$ cat src/rtl/opl2_pkg.sv
// Shared types and defaults for the OPL2 slot scheduler and its write queue.
package opl2_pkg;

    localparam int OP_NUM_WIDTH        = 5;
    localparam int NUM_SLOTS           = 18;
    localparam int FIFO_DEPTH_DEFAULT  = 4;
    localparam int OP_TIMEOUT_DEFAULT  = 64;

    // One register-file write; valid qualifies address/data.
    typedef struct packed {
        logic       valid;
        logic [7:0] address;
        logic [7:0] data;
    } opl2_reg_wr_t;

    typedef enum logic [1:0] {
        ST_IDLE,
        ST_ISSUE,
        ST_WAIT,
        ST_DONE
    } sched_state_t;

endpackage

$ cat src/rtl/opl2_reg_wr_fifo.sv
// Small synchronous FIFO holding host register writes until the scheduler is idle.
module opl2_reg_wr_fifo #(
    parameter int DEPTH = 4,
    parameter int W     = 16
) (
    input  logic                       clk,
    input  logic                       reset,
    input  logic                       push,
    input  logic [W-1:0]               push_data,
    input  logic                       pop,
    output logic [W-1:0]               pop_data,
    output logic                       full,
    output logic                       empty,
    output logic [$clog2(DEPTH):0]     count
);

    localparam int AW = $clog2(DEPTH);
    localparam logic [AW-1:0] PTR_ONE = AW'(1);
    localparam logic [AW:0]   CNT_ONE = (AW + 1)'(1);
    localparam logic [AW:0]   CNT_MAX = (AW + 1)'(DEPTH);

    logic [W-1:0]  mem [DEPTH];
    logic [AW-1:0] wr_ptr;
    logic [AW-1:0] rd_ptr;
    logic          do_push;
    logic          do_pop;

    // A full FIFO still accepts a write when an entry leaves in the same cycle.
    always_comb begin
        do_pop  = pop && !empty;
        do_push = push && (!full || do_pop);
    end

    assign full     = (count == CNT_MAX);
    assign empty    = (count == '0);
    assign pop_data = mem[rd_ptr];

    // Storage array: data only, no reset needed.
    always_ff @(posedge clk) begin
        if (do_push) begin
            mem[wr_ptr] <= push_data;
        end
    end

    // Pointers wrap naturally because DEPTH is a power of two.
    always_ff @(posedge clk or posedge reset) begin
        if (reset) begin
            wr_ptr <= '0;
            rd_ptr <= '0;
            count  <= '0;
        end else begin
            if (do_push) wr_ptr <= wr_ptr + PTR_ONE;
            if (do_pop)  rd_ptr <= rd_ptr + PTR_ONE;
            case ({do_push, do_pop})
                2'b10:   count <= count + CNT_ONE;
                2'b01:   count <= count - CNT_ONE;
                default: count <= count;
            endcase
        end
    end

endmodule

$ cat src/rtl/opl2_slot_scheduler.sv
// Sequences the 18 operator slots once per sample and applies queued host writes between samples.
module opl2_slot_scheduler
    import opl2_pkg::*;
#(
    parameter int FIFO_DEPTH = FIFO_DEPTH_DEFAULT,
    parameter int OP_TIMEOUT = OP_TIMEOUT_DEFAULT
) (
    input  logic                    clk,
    input  logic                    reset,
    input  logic                    sample_clk_en,
    input  opl2_reg_wr_t            host_wr,
    output opl2_reg_wr_t            reg_wr,
    output logic                    op_start,
    output logic [OP_NUM_WIDTH-1:0] op_num,
    input  logic                    op_done,
    output logic                    sample_done,
    output logic                    busy,
    input  logic                    err_clear,
    output logic                    overflow_err,
    output logic                    overrun_err,
    output logic                    timeout_err
);

    localparam int TW = (OP_TIMEOUT > 1) ? $clog2(OP_TIMEOUT) : 1;
    localparam logic [TW-1:0] T_LAST = TW'(OP_TIMEOUT - 1);
    localparam logic [TW-1:0] T_ONE  = TW'(1);
    localparam logic [OP_NUM_WIDTH-1:0] SLOT_LAST = OP_NUM_WIDTH'(NUM_SLOTS - 1);
    localparam logic [OP_NUM_WIDTH-1:0] SLOT_ONE  = OP_NUM_WIDTH'(1);
    localparam int CW = $clog2(FIFO_DEPTH) + 1;

    sched_state_t             state, state_next;
    logic [OP_NUM_WIDTH-1:0]  op_num_next;
    logic [TW-1:0]            tcnt, tcnt_next;
    logic                     timeout_hit;

    logic          fifo_pop;
    logic          fifo_full;
    logic          fifo_empty;
    logic [CW-1:0] fifo_count;
    logic [15:0]   fifo_out;

    // Writes only drain while idle and not about to start a sample, so the
    // register file is stable for the whole slot sequence.
    assign fifo_pop = (state == ST_IDLE) && !fifo_empty && !sample_clk_en;

    opl2_reg_wr_fifo #(
        .DEPTH (FIFO_DEPTH),
        .W     (16)
    ) u_fifo (
        .clk       (clk),
        .reset     (reset),
        .push      (host_wr.valid),
        .push_data ({host_wr.address, host_wr.data}),
        .pop       (fifo_pop),
        .pop_data  (fifo_out),
        .full      (fifo_full),
        .empty     (fifo_empty),
        .count     (fifo_count)
    );

    fifo_count_consistent: assert property (@(posedge clk) disable iff (reset)
        fifo_empty == (fifo_count == '0));

    // Next-state, slot index, timeout counter and strobe outputs.
    always_comb begin
        state_next  = state;
        op_num_next = op_num;
        tcnt_next   = tcnt;
        timeout_hit = 1'b0;
        op_start    = 1'b0;
        sample_done = 1'b0;
        busy        = 1'b1;
        case (state)
            ST_IDLE: begin
                busy = 1'b0;
                if (sample_clk_en) begin
                    state_next  = ST_ISSUE;
                    op_num_next = '0;
                end
            end
            ST_ISSUE: begin
                op_start   = 1'b1;
                tcnt_next  = '0;
                state_next = ST_WAIT;
            end
            ST_WAIT: begin
                if (op_done || (tcnt == T_LAST)) begin
                    timeout_hit = !op_done;
                    if (op_num == SLOT_LAST) begin
                        state_next = ST_DONE;
                    end else begin
                        op_num_next = op_num + SLOT_ONE;
                        state_next  = ST_ISSUE;
                    end
                end else begin
                    tcnt_next = tcnt + T_ONE;
                end
            end
            ST_DONE: begin
                sample_done = 1'b1;
                state_next  = ST_IDLE;
            end
            default: state_next = ST_IDLE;
        endcase
    end

    // FSM state register with slot index and timeout counter.
    always_ff @(posedge clk or posedge reset) begin
        if (reset) begin
            state  <= ST_IDLE;
            op_num <= '0;
            tcnt   <= '0;
        end else begin
            state  <= state_next;
            op_num <= op_num_next;
            tcnt   <= tcnt_next;
        end
    end

    // Sticky error flags; a clear wins over a same-cycle set.
    always_ff @(posedge clk or posedge reset) begin
        if (reset) begin
            overflow_err <= 1'b0;
            overrun_err  <= 1'b0;
            timeout_err  <= 1'b0;
        end else if (err_clear) begin
            overflow_err <= 1'b0;
            overrun_err  <= 1'b0;
            timeout_err  <= 1'b0;
        end else begin
            if (host_wr.valid && fifo_full && !fifo_pop) overflow_err <= 1'b1;
            if (sample_clk_en && (state != ST_IDLE))     overrun_err  <= 1'b1;
            if (timeout_hit)                             timeout_err  <= 1'b1;
        end
    end

    // Registered register-file write port; address/data hold between pulses.
    always_ff @(posedge clk or posedge reset) begin
        if (reset) begin
            reg_wr <= '0;
        end else begin
            reg_wr.valid <= fifo_pop;
            if (fifo_pop) begin
                reg_wr.address <= fifo_out[15:8];
                reg_wr.data    <= fifo_out[7:0];
            end
        end
    end

endmodule

$ cat config.mk
export PLATFORM = sky130hd
export DESIGN_NAME = opl2_slot_scheduler
export DESIGN_NICKNAME = d
export VERILOG_FILES = /design/src/rtl/opl2_pkg.sv /design/src/rtl/opl2_reg_wr_fifo.sv /design/src/rtl/opl2_slot_scheduler.sv
export SDC_FILE = /design/constraint.sdc
export NUM_CORES = 1
export LEC_CHECK = 0
export CORE_MARGIN = 1
export CORE_UTILIZATION = 60
export DETAILED_ROUTE_END_ITERATION = 8
export PLACE_DENSITY_LB_ADDON = 0.05
export SYNTH_ARGS = -nofsm -noshare
export SYNTH_HDL_FRONTEND = slang
export SYNTH_SLANG_ARGS = --single-unit
$ cat constraint.sdc
create_clock -name clk -period 5.6 [get_ports clk]
set_input_delay 0.84 -clock clk [delete_from_list [all_inputs] [get_ports clk]]
set_output_delay 0.84 -clock clk [all_outputs]
set_load 0.05 [all_outputs]
==> metrics, run 1 <==
Post-Route Utilization=0.7332; Worst Tran Pin Value=1076 ps; cell family contributing the most delay on the critical path=buffers and inverters; sequential-to-total area share from yosys stat=0.6720; full die area=7593 um2; initial standard-cell utilization of the core=0.6297; total met3 wirelength after detailed routing=239 um; worst path cell trace=nor2_1 > inv_1 > clkdlybuf4s50_1; worst setup slack after layout=2603 ps; number of global-route vias before repair=2,352; via count of the routed design=2,284; min cycle time layout=2997 ps; height of the die=87.14 um; number of antenna violations at the first check in global routing=0; crit path DAT=2160 ps; FP Rows=30; setup repair after global routing missed its margin=no; run status=completed; drt initial violations=111; proportion of layout cells with a drive suffix above 1=0.1845; Synth Cell Area=4349 um2; FF/Latch Area=2923 um2; clock root buffer=sky130_fd_sc_hd__clkbuf_8; diode count=0; Post-synth top flop=sky130_fd_sc_hd__edfxtp_1; Syn. warnings=0; Floorplan Core Area=6907 um2; first-pass GRT wire length=11.84 mm; clock tree buffer depth=2; area taken by multi-input logic gates=1309 um2; per-cell via count in the routed design=5.640; Worst slew margin=0.2825; H-tree lvl count=3; Max stage delay cell, worst path=sky130_fd_sc_hd__clkdlybuf4s50_1; final count of pins violating max slew=0; most frequent cells in the layout=sky130_fd_sc_hd__edfxtp_1, sky130_fd_sc_hd__clkdlybuf4s50_1, sky130_fd_sc_hd__dfrtp_1; FFs w/ async S/R, synth=0.3846; Avg WL per Cell=17.68 um; routed metal-1 wire length=3.360 mm; synth unique cells=47; FILL cells=469; Pre-antenna DRT Iters=4; CP peak stage delay=800 ps; number of nets with antenna violations after routing=0; Clock Skews=11.22 ps; clock sink total=104; post-cts hold buffer count=0; max-cap violations=0; DIE WIDTH=87.14 um; number of enable-type register cells in the synthesized netlist=64; Setup-failing EPs final=0; GRT Util Overall=0.2140; Leak Pwr=1.882 nW; minimum setup slack after placement=2261 ps; per-instance average area after synthesis=17.19 um2; Crit Path Category=reg -> out; top metal layer carrying routed signals=met4; DRC violation count after routing=0; Remaining Overflow, GRT=0; Final nets=334; PostCTS Resize Cnt=0; TritonCTS clock tree=built; peak supply drop=0.2731 mV; insertion delay to the later sink of the worst-skew pair=350 ps; port buffer count=49; hold violation total from the final report=0; most common cell after layout, fill and taps aside=sky130_fd_sc_hd__edfxtp_1; final total negative setup slack=0 ps; maximum clock frequency=0.3336 GHz; clock slew at reported path FFs=100 ps; ports placed on the boundary=50; wire length reported by the detailed router=7.161 mm; Post-DP HPWL=4.602 mm; metal2 WL=3.475 mm; largest driver fanout on the critical path=20; critical path required time=4760 ps; net count of the mapped netlist=283; Pwr Density=527.8 nW/um2; total clock buffers created by CTS=9; area growth from synthesis to layout=16.43%; gate count of the mapped netlist=253; share of the cycle needed by the critical path after routing=0.5352; register bit total from synthesis=104; largest net degree at the start of global routing=41; number of buffer and inverter stages on the critical path=2; buffers inserted by post-CTS timing repair=0; CP Capture Type=primary output; startpoint kind of the worst setup timing path=flop; class of the most critical hold timing path=reg -> reg; routability congestion estimate=0.7847
-- path summary, 6_finish.rpt --
check	from	end	slack (ps)	cells past startpoint
max	state[1]	busy	2600	3
min	overrun_err	overrun_err	510	2
max reg2reg	state[1]	u_fifo.count[2]	2860	7
min reg2reg	overrun_err	overrun_err	510	2
max in group asynchronous	reset	tcnt[3]	4300	3
min in group asynchronous	reset	u_fifo.wr_ptr[1]	920	3
-- cell type report --
class | count | area share
clock buffers | 9 | 0.02446
clock inverters | 7 | 0.008895
inverters | 10 | 0.007413
multi-input cells | 128 | 0.2585
flip-flops and latches | 104 | 0.5772
well taps | 96 | 0.02372
repair buffers | 51 | 0.09983
-- Yosys cell counts, drive strengths merged (2+ instances only) --
cell type	number	share of area
xnor2	4	0.0081
o21ai	4	0.0046
nand4b	2	0.0040
nand2	9	0.0078
ha	7	0.020
nor2	9	0.0078
nand2b	4	0.0058
inv	10	0.0086
a21oi	6	0.0069
dfrtp	40	0.23
mux2	17	0.058
a31oi	5	0.0072
a41oi	3	0.0060
nor3	2	0.0035
buf	7	0.015
nand3	6	0.0069
edfxtp	64	0.44
clkbuf	4	0.0035
and2	6	0.0086
nor4	2	0.0063
nor2b	5	0.0072
mux4	16	0.083
mux2i	4	0.012
-- report_power, final --
part / internal (mW) / leakage (nW) / switching, mW
registers: 1.03 / 1.09 / 0.182
logic: 0.486 / 0.714 / 0.566
clock network: 0.161 / 0.0811 / 0.246
total: 1.68 / 1.88 / 0.993
-- per-stage QoR --
stage	area, um2	power (mW)	hold slack, ps	std cells
finish	5064	2.672	506.4	405
global route	5064	2.811	538.4	405
CTS	5064	2.703	512.4	405
detailed placement	4895	2.295	490.2	389
global placement	4895	2.265	480.2	389
floorplan	4349	2.008	498.0	253
-- sequential cells by signal, summed over array words and instances (netlist names) --
register	cells
u_fifo.count	3
overrun_err	1
tcnt	6
op_num	5
overflow_err	1
timeout_err	1
u_fifo.mem	64
state	2
reg_wr	17
u_fifo.wr_ptr	2
u_fifo.rd_ptr	2
-- worst min-delay path: stages, from the launching register on --
cell                      delay [ps]
sky130_fd_sc_hd__dfrtp_1         350
sky130_fd_sc_hd__a21oi_1          50
sky130_fd_sc_hd__nor2_1           70
-- logic make-up (layout without fill, tap and decap cells) --
| logic type | after synthesis | after routing | share of synthesized area |
|---|---|---|---|
| buffers and inverters | 21 | 77 | 0.02704 |
| multiplexers | 37 | 37 | 0.1528 |
| XOR/XNOR | 5 | 5 | 0.01007 |
| AO/OA/AOI/OAI | 27 | 27 | 0.04488 |
| adder cells (fa/ha/maj) | 8 | 8 | 0.02474 |
| AND/OR/NAND/NOR | 51 | 51 | 0.06847 |
| flip-flops | 104 | 104 | 0.6720 |
-- routing by layer --
metal,GRT usage,up-vias
li1,-,1062
met1,0.2973,1160
met2,0.3407,54
met3,0.04360,8
met4,0.07899,0
met5,0,-
Note: power is estimated with default switching activity, not from simulation.
==> run 2: changes to the inputs <==
Settings changed: CORE_UTILIZATION 60 to 50.
Clock period 5.6 ns to 2.4 ns, I/O delays scaled along.
==> run 2 against run 1 <==
  * Non-clock buffer count up 11
  * Die area up 20%
  * Register-to-register slack worse by 2600 ps
  * Routed wire length up 5.2%
  * Largest cell class unchanged
  * Largest power group is now combinational logic
==> metrics, run 2 (same netlist as run 1, synthesis figures left out) <==
CP peak stage delay=510 ps; height of the die=95.27 um; worst path cell trace=nor3_2 > and2_1 > or2b_1 > fa_1 > o31ai_2 > xnor2_1; DIE WIDTH=95.27 um; number of antenna violations at the first check in global routing=0; CP Capture Type=flop; clock root buffer=sky130_fd_sc_hd__clkbuf_8; DRC violation count after routing=0; post-cts hold buffer count=0; largest net degree at the start of global routing=41; clock sink total=104; crit path DAT=2440 ps; ports placed on the boundary=50; initial standard-cell utilization of the core=0.5240; Crit Path Category=reg -> reg; area growth from synthesis to layout=19.13%; final total negative setup slack=0 ps; via count of the routed design=2,321; R2R Path End=u_fifo.count[2]; routability congestion estimate=0.7878; largest driver fanout on the critical path=10; class of the most critical hold timing path=in -> async; maximum clock frequency=0.4602 GHz; setup repair after global routing missed its margin=no; max-cap violations=0; FP Rows=33; number of buffer and inverter stages on the critical path=0; number of nets with antenna violations after routing=0; diode count=0; clock tree buffer depth=2; TritonCTS clock tree=built; cell count after placement=409; Floorplan Core Area=8299 um2; Pre-antenna DRT Iters=4; full die area=9075 um2; Avg WL per Cell=17.72 um; peak supply drop=0.7590 mV; critical path required time=2670 ps; largest reg by FF count=u_fifo.mem; wire length reported by the detailed router=7.532 mm; Clock Skews=10.97 ps; capturing element of the worst setup path=u_fifo.count[2]; startpoint kind of the worst setup timing path=flop; source of the worst register-to-register timing path=state[1]; register-to-register setup slack=230 ps; Setup-failing EPs final=0; drt initial violations=131; most common cell after layout, fill and taps aside=sky130_fd_sc_hd__edfxtp_1; insertion delay to the later sink of the worst-skew pair=360 ps; port buffer count=49; first-pass GRT wire length=11.74 mm; count of placed standard cells in the final layout, fillers left out=425; Worst slew margin=0.6257; instance count on the critical path=6; clock slew at reported path FFs=110 ps; crit path from=state[1]; total clock buffers created by CTS=9; number of global-route vias before repair=2,339; cell family contributing the most delay on the critical path=simple AND/OR/NAND/NOR gates; H-tree lvl count=3; proportion of layout cells with a drive suffix above 1=0.2219; Pwr Density=1240 nW/um2; Leak Pwr=1.976 nW; Post-DP HPWL=4.713 mm; Worst Tran Pin Value=561.4 ps; per-cell via count in the routed design=5.461; buffers inserted by post-CTS timing repair=0; min cycle time layout=2173 ps; number of flip-flops in the largest register=64; hold violation total from the final report=0; Max stage delay cell, worst path=sky130_fd_sc_hd__dfrtp_1; final count of pins violating max slew=0; share of the cycle needed by the critical path after routing=0.9053; largest registers=u_fifo.mem: 64 flops, reg_wr: 17 flops, tcnt: 6 flops; run status=completed; GRT Util Overall=0.1816; most frequent cells in the layout=sky130_fd_sc_hd__edfxtp_1, sky130_fd_sc_hd__clkdlybuf4s50_1, sky130_fd_sc_hd__dfrtp_1; Remaining Overflow, GRT=0; count of cells along the worst register-to-register path=6; Final nets=345
run 2: tightest hold or removal path: stages:
cell	delay (ps)
sky130_fd_sc_hd__clkdlybuf4s50_1	410
sky130_fd_sc_hd__inv_2	50
sky130_fd_sc_hd__buf_4	450
run 2: final cells by class:
class	instances	area, um2
flip-flops and latches	104	2923
inverters	10	37.54
clock inverters	7	65.06
clock buffers	9	123.9
multi-input cells	128	1309
fillers	629	3118
repair buffers	62	591.8
well taps	105	131.4
run 2: worst min path at each step:
stage,start,end,cells after the start
3_3_place_gp,overrun_err,overrun_err,2
5_1_grt,reset,overflow_err,3
4_1_cts,reset,reg_wr[13],3
3_5_place_dp,reg_wr[10],reg_wr[10],1
6_report,reset,overflow_err,3
2_1_floorplan,err_clear,overflow_err,1
run 2: what timing repair did:
action                                  CTS  global route
endpoints found under the setup margin    1             2
endpoints found under the hold margin     0             0
gates resized for setup                   1             2
pin swaps                                 0             0
run 2: metrics by stage:
stage               instance area (um2)  setup WS [ps]    util  hold slack [ps]  power (mW)
floorplan                          4349          230.8       -            426.4       4.685
global placement                   4989          161.2  0.6011            478.9       5.427
detailed placement                 4989          114.7  0.6011            492.8       5.472
CTS                                5176          20.06  0.6237            455.3       6.505
global route                       5181          140.1  0.6243            515.4       6.751
finish                             5181          227.2  0.6243            441.1       6.423
run 2: routing by layer:
metal / share of wire / vias up / wire length, um / track usage
li1: - / 1093 / - / -
met2: 0.49 / 53 / 3691 / 0.2839
met1: 0.46 / 1166 / 3465 / 0.2507
met4: 0.016 / 0 / 117 / 0.08460
met3: 0.034 / 9 / 257 / 0.02871
met5: 0 / - / 0 / 0
run 2: report_power, final:
group	total (mW)	leakage (nW)	internal, mW	switching (mW)
registers	2.67	1.09	2.40	0.264
logic	2.73	0.798	1.21	1.53
clock network	1.02	0.0905	0.397	0.624
total	6.42	1.98	4.01	2.41
==> run 3: changes to the inputs <==
Settings changed: ABC_CLOCK_PERIOD_IN_PS set to 2400, CORE_UTILIZATION 50 to 52, CTS_BUF_LIST set to sky130_fd_sc_hd__clkbuf_4 sky130_fd_sc_hd__clkbuf_8.
==> run 3 against run 2 <==
  * Global-route usage about the same
  * Design area increased by 0.14%
  * Clock skew increased by 4.9 ps
  * Clock power increased by 4%
  * Fmax decreased by 5.6%
  * Critical path type is now reg -> out
  * Highest routed layer unchanged
==> metrics, run 3 (same netlist as run 1, synthesis figures left out) <==
proportion of layout cells with a drive suffix above 1=0.2125; clock slew at reported path FFs=100 ps; DIE WIDTH=93.46 um; switching power share of the total=0.3621; final count of pins violating max slew=0; clock network fraction of design power=0.164; GRT Util Overall=0.1818; Worst slew margin=0.6405; wire length reported by the detailed router=7.217 mm; Internal Pwr Total=4.118 mW; total clock buffers created by CTS=9; Avg WL per Cell=17.10 um; FP Rows=32; metal2 WL=3.517 mm; Post-DP HPWL=4.705 mm; setup repair after global routing missed its margin=no; per-cell via count in the routed design=5.363; drt initial violations=116; critical path required time=2040 ps; Leak Pwr=1.968 nW; DRC violation count after routing=0; largest driver fanout on the critical path=12; run status=completed; combinational fraction of design power=0.416; part of the total power dissipated in sequential elements=0.421; largest reg by FF count=u_fifo.mem; most frequent cells in the layout=sky130_fd_sc_hd__edfxtp_1, sky130_fd_sc_hd__clkdlybuf4s50_1, sky130_fd_sc_hd__dfrtp_1; area growth from synthesis to layout=19.30%; final total negative setup slack=0 ps; largest net degree at the start of global routing=36; ports placed on the boundary=50; R2R Path End=u_fifo.count[2]; Remaining Overflow, GRT=0; first-pass GRT wire length=11.50 mm; initial standard-cell utilization of the core=0.5514; Pre-antenna DRT Iters=4; port buffer count=49; minimum setup slack after placement=85.95 ps; number of flip-flops in the largest register=64; peak supply drop=0.6562 mV; hold violation total from the final report=0; total power=6.456 mW; CP Capture Type=primary output; post-cts hold buffer count=0; largest registers=u_fifo.mem: 64 flops, reg_wr: 17 flops, tcnt: 6 flops; number of nets with antenna violations after routing=0; source of the worst register-to-register timing path=state[0]; total met3 wirelength after detailed routing=178 um; share of the cycle needed by the critical path after routing=0.9592; number of global-route vias before repair=2,314; TritonCTS clock tree=built; startpoint kind of the worst setup timing path=flop; diode count=0; full die area=8734 um2; count of cells along the worst register-to-register path=6; most common cell after layout, fill and taps aside=sky130_fd_sc_hd__edfxtp_1; Clock Skews=15.90 ps; number of antenna violations at the first check in global routing=0; buffers inserted by post-CTS timing repair=0; H-tree lvl count=3; Crit Path Category=reg -> out; height of the die=93.46 um; Pwr Density=1244 nW/um2; top metal layer carrying routed signals=met4; min cycle time layout=2302 ps; register-to-register setup slack=300 ps; via count of the routed design=2,263; net switching power=2.338 mW; routed metal-1 wire length=3.419 mm; Floorplan Core Area=7888 um2; worst setup slack after layout=97.87 ps; Worst Tran Pin Value=536.7 ps; clock sink total=104; routability congestion estimate=0.7729; clock root buffer=sky130_fd_sc_hd__clkbuf_8; insertion delay to the later sink of the worst-skew pair=360 ps; maximum clock frequency=0.4344 GHz; max-cap violations=0; Final nets=345; clock tree buffer depth=2; PostCTS Resize Cnt=1; class of the most critical hold timing path=in -> async; crit path DAT=1940 ps; tightest hold margin=179.1 ps; Setup-failing EPs final=0
run 3: cell types whose count changed in the layout (fill, tap and decap cells not counted), sizes merged:
cell	change
inv	-2
bufinv	+1
clkbuf	+1
clkdlybuf4s50	+1
dlymetal6s2s	-1
run 3: how the worst max path moves through the flow:
stage,from,end,slack (ps),cells past startpoint
after floorplan,state[1],u_fifo.count[2],230,8
final,state[0],sample_done,100,2
after CTS,state[0],op_start,10,3
after detailed placement,sample_clk_en,u_fifo.count[2],90,7
after global routing,state[0],sample_done,60,2
after global placement,sample_clk_en,u_fifo.count[2],150,7
run 3: metal layers:
metal  vias to the layer above  track usage
li1                       1083            -
met1                      1130       0.2489
met2                        41       0.2923
met3                         9      0.03252
met4                         0      0.06923
met5                         -            0
run 3: through the flow:
step | instance area [um2] | util | instances
final | 5189 | 0.6578 | 422
after global routing | 5189 | 0.6578 | 422
after CTS | 5186 | 0.6575 | 422
after detailed placement | 4997 | 0.6336 | 406
after global placement | 4997 | 0.6336 | 406
after floorplan | 4349 | - | 253
run 3: power by group through the flow:
stage | logic (mW) | registers [mW] | clock network, mW
CTS | 2.73 | 2.72 | 1.08
finish | 2.68 | 2.72 | 1.06
floorplan | 1.50 | 3.19 | 0
global placement | 2.69 | 2.74 | 0
detailed placement | 2.73 | 2.76 | 0
global route | 2.86 | 2.77 | 1.16
run 3: layout make-up:
| type | count | area (um2) |
|---|---|---|
| well taps | 102 | 127.6 |
| repair buffers | 62 | 601.8 |
| flip-flops and latches | 104 | 2923 |
| clock buffers | 10 | 131.4 |
| clock inverters | 6 | 58.81 |
| inverters | 10 | 37.54 |
| multi-input cells | 128 | 1309 |
| fillers | 572 | 2699 |
run 3: worst max-delay path, cell delays in order, from the launching register on:
cell	delay, ps
sky130_fd_sc_hd__dfrtp_1	600
sky130_fd_sc_hd__and2_1	190
sky130_fd_sc_hd__clkdlybuf4s50_1	790
